[config.mk]
export PLATFORM = sky130hd
export DESIGN_NAME = hex_display_driver
export DESIGN_NICKNAME = d
export VERILOG_FILES = /design/src/rtl/hex_display_driver.sv
export SDC_FILE = /design/constraint.sdc
export NUM_CORES = 1
export LEC_CHECK = 0
export CAP_MARGIN = 10
export CORE_ASPECT_RATIO = 0.6
export CORE_UTILIZATION = 48
export DETAILED_ROUTE_END_ITERATION = 6
export DONT_BUFFER_PORTS = 1
export PLACE_DENSITY = 0.7
export SLEW_MARGIN = 20
export SYNTH_ARGS = -nofsm -noshare
export SYNTH_HDL_FRONTEND = slang
export SYNTH_SLANG_ARGS = --single-unit
[constraint.sdc]
create_clock -name clk -period 4.5 [get_ports clk]
set_input_delay 0.675 -clock clk [delete_from_list [all_inputs] [get_ports clk]]
set_output_delay 0.675 -clock clk [all_outputs]
set_load 0.02 [all_outputs]
[src/rtl/hex_display_driver.sv]
// rtl/hex_display_driver.sv - packed hex value to DIGITS seven-segment displays, double buffered
// Optional blinking is built only when HEX_DISPLAY_BLINK_EN is defined.
module hex_display_driver #(
  parameter int DIGITS    = 4,
  parameter int BLINK_DIV = 25000000
) (
  input  logic                  clk,
  input  logic                  reset_n,
  input  logic                  load,
  input  logic [4*DIGITS-1:0]   value,
  input  logic                  blank_lz,
  input  logic [DIGITS-1:0]     blink_mask,
  output logic                  ready,
  output logic [7*DIGITS-1:0]   segments
);

  localparam int IW = (DIGITS > 1) ? $clog2(DIGITS) : 1;

  typedef enum logic [1:0] {IDLE, CONV, COMMIT} state_t;

  state_t              state;
  logic [4*DIGITS-1:0] value_q;
  logic                blz_q;
  logic [IW-1:0]       idx;
  logic                lead;
  logic [7*DIGITS-1:0] shadow;
  logic [7*DIGITS-1:0] committed;
  logic [3:0]          nib;
  logic [6:0]          dec;
  logic                blank_now;

  function automatic logic [6:0] hex7(input logic [3:0] n);
    case (n)
      4'h0: hex7 = 7'h40;
      4'h1: hex7 = 7'h79;
      4'h2: hex7 = 7'h24;
      4'h3: hex7 = 7'h30;
      4'h4: hex7 = 7'h19;
      4'h5: hex7 = 7'h12;
      4'h6: hex7 = 7'h02;
      4'h7: hex7 = 7'h78;
      4'h8: hex7 = 7'h00;
      4'h9: hex7 = 7'h18;
      4'hA: hex7 = 7'h08;
      4'hB: hex7 = 7'h03;
      4'hC: hex7 = 7'h46;
      4'hD: hex7 = 7'h21;
      4'hE: hex7 = 7'h06;
      default: hex7 = 7'h0E;
    endcase
  endfunction

  // Single shared decoder: select the nibble under conversion.
  always_comb begin
    nib = 4'h0;
    for (int i = 0; i < DIGITS; i++) begin
      if (idx == IW'(i)) nib = value_q[4*i +: 4];
    end
  end

  assign dec       = hex7(nib);
  assign blank_now = blz_q && lead && (nib == 4'h0) && (idx != '0);

  always_ff @(posedge clk or negedge reset_n) begin
    if (!reset_n) begin
      state     <= IDLE;
      ready     <= 1'b1;
      value_q   <= '0;
      blz_q     <= 1'b0;
      idx       <= '0;
      lead      <= 1'b0;
      shadow    <= {DIGITS{7'h7F}};
      committed <= {DIGITS{7'h7F}};
    end else begin
      case (state)
        IDLE: begin
          if (load) begin
            value_q <= value;
            blz_q   <= blank_lz;
            idx     <= IW'(DIGITS - 1);
            lead    <= 1'b1;
            ready   <= 1'b0;
            state   <= CONV;
          end
        end
        CONV: begin
          for (int i = 0; i < DIGITS; i++) begin
            if (idx == IW'(i)) shadow[7*i +: 7] <= blank_now ? 7'h7F : dec;
          end
          if (!blank_now) lead <= 1'b0;
          if (idx == '0) state <= COMMIT;
          else           idx   <= idx - 1'b1;
        end
        COMMIT: begin
          committed <= shadow;
          ready     <= 1'b1;
          state     <= IDLE;
        end
        default: state <= IDLE;
      endcase
    end
  end

`ifdef HEX_DISPLAY_BLINK_EN
  localparam int CW = $clog2(BLINK_DIV);

  logic [CW-1:0] blink_cnt;
  logic          blink_phase;

  always_ff @(posedge clk or negedge reset_n) begin
    if (!reset_n) begin
      blink_cnt   <= '0;
      blink_phase <= 1'b0;
    end else if (blink_cnt == CW'(BLINK_DIV - 1)) begin
      blink_cnt   <= '0;
      blink_phase <= ~blink_phase;
    end else begin
      blink_cnt <= blink_cnt + 1'b1;
    end
  end

  // blink_mask is live, so this path stays combinational.
  always_comb begin
    segments = committed;
    for (int i = 0; i < DIGITS; i++) begin
      if (blink_phase && blink_mask[i]) segments[7*i +: 7] = 7'h7F;
    end
  end
`else
  logic unused_blink;
  assign unused_blink = (^blink_mask) ^ (BLINK_DIV > 1);
  assign segments     = committed;
`endif

endmodule

After elaboration in Yosys (flattened, before gate mapping)
Memory sizes are Yosys's and may differ from the RTL's.
Index checks and enable logic that the tools add are counted.
{"block": "totals", "n_memories": 1, "word_cells": 56, "register_bits": 79, "romBits": 112, "inputBits": 24, "out_inout_bits": 29}
{"memory": "(no name shown)", "depth": 16, "word_bits": 7, "read_ports": 1, "rd_clocked_by_memory_dff": 0, "write_ports": 0, "line": "33", "rtl": "case (n)"}
{"block": "classes", "n_reduce_logical": 18, "muxes": 16, "add_sub_neg": 1, "eq_ne": 9}
{"operator": "$mux W4", "n": 4}
{"operator": "$reduce_and A2 Y1", "n": 7}
{"operator": "$mux W2", "n": 4}
{"operator": "$ne A2 B2 Y1 const B", "n": 4}
{"operator": "$pmux W2 S2", "n": 2}
{"operator": "$mux W7", "n": 1}
{"operator": "$eq A2 B2 Y1 const B", "n": 3}
{"operator": "$reduce_and A3 Y1", "n": 2}
{"operator": "$reduce_bool A2 Y1", "n": 3}
{"operator": "$eq A2 B1 Y1 const B", "n": 2}
{"operator": "$logic_not A2 Y1", "n": 2}
{"operator": "$logic_not A4 Y1", "n": 1}
{"operator": "$pmux W1 S2", "n": 2}
{"operator": "$logic_and A1 B1 Y1", "n": 3}
{"operator": "$mux W1", "n": 3}
{"operator": "$sub A2 B1 Y2 const B", "n": 1}

Logic depth before layout (Yosys ltp)
{"block": "logic_depth", "ltp_word": 10, "mapped_depth": 11}

Least setup slack after synthesis
Ideal clock, no wire load.
{"block": "synth_timing", "path_type": "register to register", "startpoint": "reg idx[0]", "endpoint": "reg shadow[3]", "path_stages_with_launch": 11, "period_less_slack_ns": 2.395, "required_time_ns": 4.418, "path_buffers": 1, "slack_ns": 2.105, "arrival_time_ns": 2.313, "cell_sequence": "dfrtp_1 inv_1 ha_1 buf_4 nand2_1 o211a_1 or2_2 ha_1 mux2i_1 a211oi_2 mux2_2"}
{"block": "synth_via", "elab_chain_len": 9}
{"element": "from (decl)", "line": "24", "rtl": "logic [IW-1:0] idx;"}
{"element": "from (signal assigned)", "line": "80", "rtl": "idx <= IW'(DIGITS - 1);"}
{"element": "from (signal assigned)", "line": "92", "rtl": "else idx <= idx - 1'b1;"}
{"element": "parallel branches: the longest is 9 deep, another holds $mem_v2 Z16 W7"}
{"element": "to (signal assigned)", "line": "72", "rtl": "shadow <= {DIGITS{7'h7F}};"}
{"element": "to (signal, indexed assignment)", "line": "88", "rtl": "if (idx == IW'(i)) shadow[7*i +: 7] <= blank_now ? 7'h7F : dec;"}
{"element": "to (decl)", "line": "26", "rtl": "logic [7*DIGITS-1:0] shadow;"}
Several ways; the timed one is not identified.
A chain may end at the register's enable or synchronous reset.

Worst setup path in the final report
{"block": "layout_timing", "startpoint": "reg idx[0]", "endpoint": "reg shadow[27]"}
{"block": "layout_via", "elab_chain_len": 9}
{"element": "parallel branches: the longest is 9 deep, another holds $mem_v2 Z16 W7"}
Several ways; the timed one is not identified.

==> metrics list <==
- VDD sags by at most 0.361 mV.
- DRC violations left: 0
- Slew of the pin with the lowest slew margin: 885 ps
- Logic gate share of total power: 40.1%
- Most frequent standard cell in the layout excluding fill and tap cells: sky130_fd_sc_hd__dfstp_2
* Full die area: 0.00784 mm²
* Worst min path class: primary input to async pin
- Violation count after the first detailed-route iteration: 130
* Top achievable clock speed: 0.334 GHz
- The final route contains 2106 vias.
- Kind of start point of the critical path: flip-flop
* Worst setup margin: 1500 ps
- Setup slack on the worst flop-to-flop path: 1500 ps
- Average size of a mapped cell: 12.9 µm²
- Switching power as a share of total power: 39.9%
- Element type at the critical path end: flip-flop
- Number of iterations in the first detailed-routing pass: 4
- Pin count of the biggest net entering global routing: 80
* Clock period minus worst slack: 3000 ps
* Data arrival, critical path: 3240 ps
- Number of buffer cells added on primary ports: 0
- Final period util: 66.6%
- After Yosys synthesis, XOR and XNOR cells account for 0% of the synthesized area.
- The core region is 0.00694 mm².
* Cell at the root of the clock tree: sky130_fd_sc_hd__clkbuf_16
- Along the worst path, the maximum fanout reaches 10.
- Wire per inst: 17.7 µm
- Measured against the total synthesized area, the mux share comes to 16.5%.
* Total net switching power: 1.46 mW
- Clock tree buffer depth: 2
* Share of synthesized cell area in full adder, half adder and majority cells: 3.48%
* Area of the multi-input gates: 0.00144 mm²
- The share of the Yosys chip area taken by registers is 57.0%.
- The synthesized netlist devotes 8.85% of its cell area to simple gates.
- TritonCTS created 9 clock buffers.
- Cts hold-fix bufs: 0
- Setup repair after global routing left no endpoint under its margin.
- Final design utilization: 56.1%
- Count of mapped cells out of synthesis: 279
- The final count of hold timing violations was 0.
* Effective utilization at floorplan: 51.8%
- The floorplan step set the die height to 69.0 µm.
- Number of inserted filler cells in the final layout: 588
* Flops & latches, synth: 79
* Worst rel slew slack: 41.0%
* Post-route setup TNS: 0 ps
* Cell internal power dissipation: 2.20 mW
* Proportion of netlist area held by the largest area contributor: 41.7%
- On the final layout, the worst clock skew is 5.06 ps.
* Htree depth: 3
* Count of max-cap constraint violations: 0
- Largest cells by area after synthesis: sky130_fd_sc_hd__dfstp_2 (42%), sky130_fd_sc_hd__mux2_2 (15%), sky130_fd_sc_hd__dfrtp_1 (15%), sky130_fd_sc_hd__ha_1 (3.5%), sky130_fd_sc_hd__nand2_1 (3.3%)
- Global-route wire length before repair: 10.7 mm
- For this run, the number of Yosys warnings is 0.
- Summed over all layers, the routed wires come to 6.71 mm.
- The clock network is responsible for 16.9% of the overall power.
- Register share of total power: 43.0%
- Final Non-Filler Cells: 380
- For this design, the sink count on the clock tree is 79.
- Via count of the first global-routing pass: 2014
* Number of pins exceeding their max-slew limit in the final report: 0
- Dividing total power by cell area gives a power density of 943 mW/mm².
- Sequential standard cell area: 0.00205 mm²
- The analysis attributes to cell leakage a power of 1.58 nW.
- The number of gates resized after CTS was 0.
- Number of rows created at floorplan: 23
* Horizontal extent of the die: 114 µm
- Across every metal layer, demand over resource in global routing totals 19.2%.
- Summing the areas of all compound-gate instances in the mapped netlist gives 11.1% of the synthesized area.
* Clock insertion delay at the later pin of the skew report: 340 ps
- The detail route stage leaves a number of antenna-violating nets equal to 0.
* Library cell with the largest summed area after synthesis: sky130_fd_sc_hd__dfstp_2
- The setup path with the least slack is of type flip-flop to flip-flop.
- Prior to clock tree synthesis, the placed netlist has a worst setup slack of 1530 ps.
- Net Count, Synth: 313
- The number of antenna violations at the first check in global routing came to 0.
* Total Nets Final: 311
* Placed Cells incl. Taps: 366
* Gp weighted congestion: 0.896
- Compared with the post-synthesis result, the final layout area differs by 8.36%.
- Setup violations remaining at the end of the flow were counted as 0.
- Remaining global-route overflow: 0
* Most used cells in the layout excluding fill and tap cells: sky130_fd_sc_hd__dfstp_2 (57), sky130_fd_sc_hd__mux2_2 (49), sky130_fd_sc_hd__nand2_1 (32)
- Yosys mapped the design onto 50 distinct sky130hd cell types.
* ANT cells: 0
* Clk pin slew, worst setup/hold paths: 60 ps
* Number of top-level pins: 53
- Main combinational cell family by area after synthesis: multiplexers
- Post-DP HPWL: 4.70 mm
- Cells with a size suffix above 1 make up 47.5% of the layout.
* TritonCTS clock tree: done
- Result of the run: complete, no violations
- Critical path data required time: 4750 ps
- Netlist area before placement: 0.00359 mm²
* Buffer count from post-CTS setup fixing: 0
- Via-per-instance ratio: 5.54
-- cell usage after synthesis, drive strengths merged --
cell type / n
mux2: 49
nor2: 8
nand3: 1
o21bai: 1
a21oi: 6
a221o: 1
a311oi: 2
a31oi: 4
o221ai: 1
nand3b: 3
nand4b: 1
a22oi: 1
a211oi: 4
clkbuf: 5
and4b: 1
o22ai: 1
o211a: 1
mux2i: 4
buf: 9
a311o: 2
o211ai: 1
ha: 10
nand2b: 3
nand2: 33
nor2b: 4
nor3: 2
dfstp: 57
dfrtp: 22
and2: 1
inv: 7
o31ai: 4
nor3b: 3
a21o: 2
o22a: 4
or2: 1
o21ai: 20
-- power groups by stage --
stage / clock (mW) / sequential, mW / combinational, mW
after global placement: 0 / 1.58 / 1.44
after global routing: 0.667 / 1.63 / 1.61
after detailed placement: 0 / 1.59 / 1.46
after floorplan: 0 / 1.51 / 1.20
final: 0.620 / 1.58 / 1.47
after CTS: 0.639 / 1.59 / 1.47
-- cells by family after synthesis --
group                    count (synthesis)
AO/OA/AOI/OAI                           55
adder cells (fa/ha/maj)                 10
buffers and inverters                   21
flip-flops                              79
multiplexers                            53
AND/OR/NAND/NOR                         61
-- sequential cells by signal, summed over array words and instances, names as in the netlist --
| register | cells |
|---|---|
| segments | 28 |
| blz_q | 1 |
| shadow | 28 |
| state | 2 |
| idx | 2 |
| ready | 1 |
| value_q | 16 |
| lead | 1 |
-- final timing paths --
| check | startpoint | endpoint | depth (start not counted) |
|---|---|---|---|
| worst max-delay path | idx[0] | shadow[27] | 10 |
| worst min-delay path | reset_n | value_q[7] | 0 |
| worst max register to register | idx[0] | shadow[27] | 10 |
| worst min register to register | shadow[12] | shadow[12] | 2 |
| max in group asynchronous | reset_n | shadow[4] | 0 |
| min in group clk | value[12] | value_q[12] | 2 |
-- final cells by class --
class | count | share of cell area [%]
clock buffer | 12 | 6.08
tap | 100 | 3.22
timing repair buffer | 1 | 0.193
inverter | 7 | 0.675
multi-input combinational | 179 | 36.9
sequential | 79 | 52.6
clock inverter | 2 | 0.257
-- per-stage QoR --
stage	hold slack (ps)	power [mW]	area, µm²
2_1_floorplan	379	2.71	3590
3_3_place_gp	385	3.02	3640
3_5_place_dp	385	3.05	3640
4_1_cts	21.7	3.69	3890
5_1_grt	18.8	3.91	3890
6_report	38.2	3.67	3890
-- routing by layer --
layer | vias to the layer above | wire length [µm] | global-route usage [%]
met5 | - | 0 | 0
met4 | 0 | 86 | 8.39
met3 | 10 | 549 | 9.44
met2 | 67 | 2740 | 26.2
met1 | 1044 | 3340 | 25.7
li1 | 985 | - | -
-- worst max-delay path: stages (launching register included) --
cell,delay [ps]
sky130_fd_sc_hd__dfrtp_1,410
sky130_fd_sc_hd__inv_1,120
sky130_fd_sc_hd__ha_1,460
sky130_fd_sc_hd__nand2_1,100
sky130_fd_sc_hd__o211a_1,250
sky130_fd_sc_hd__or2_2,360
sky130_fd_sc_hd__ha_1,250
sky130_fd_sc_hd__and4b_1,270
sky130_fd_sc_hd__nor3_1,240
sky130_fd_sc_hd__o22a_1,310
sky130_fd_sc_hd__o21ai_0,140
(Power assumes the default switching activity.)
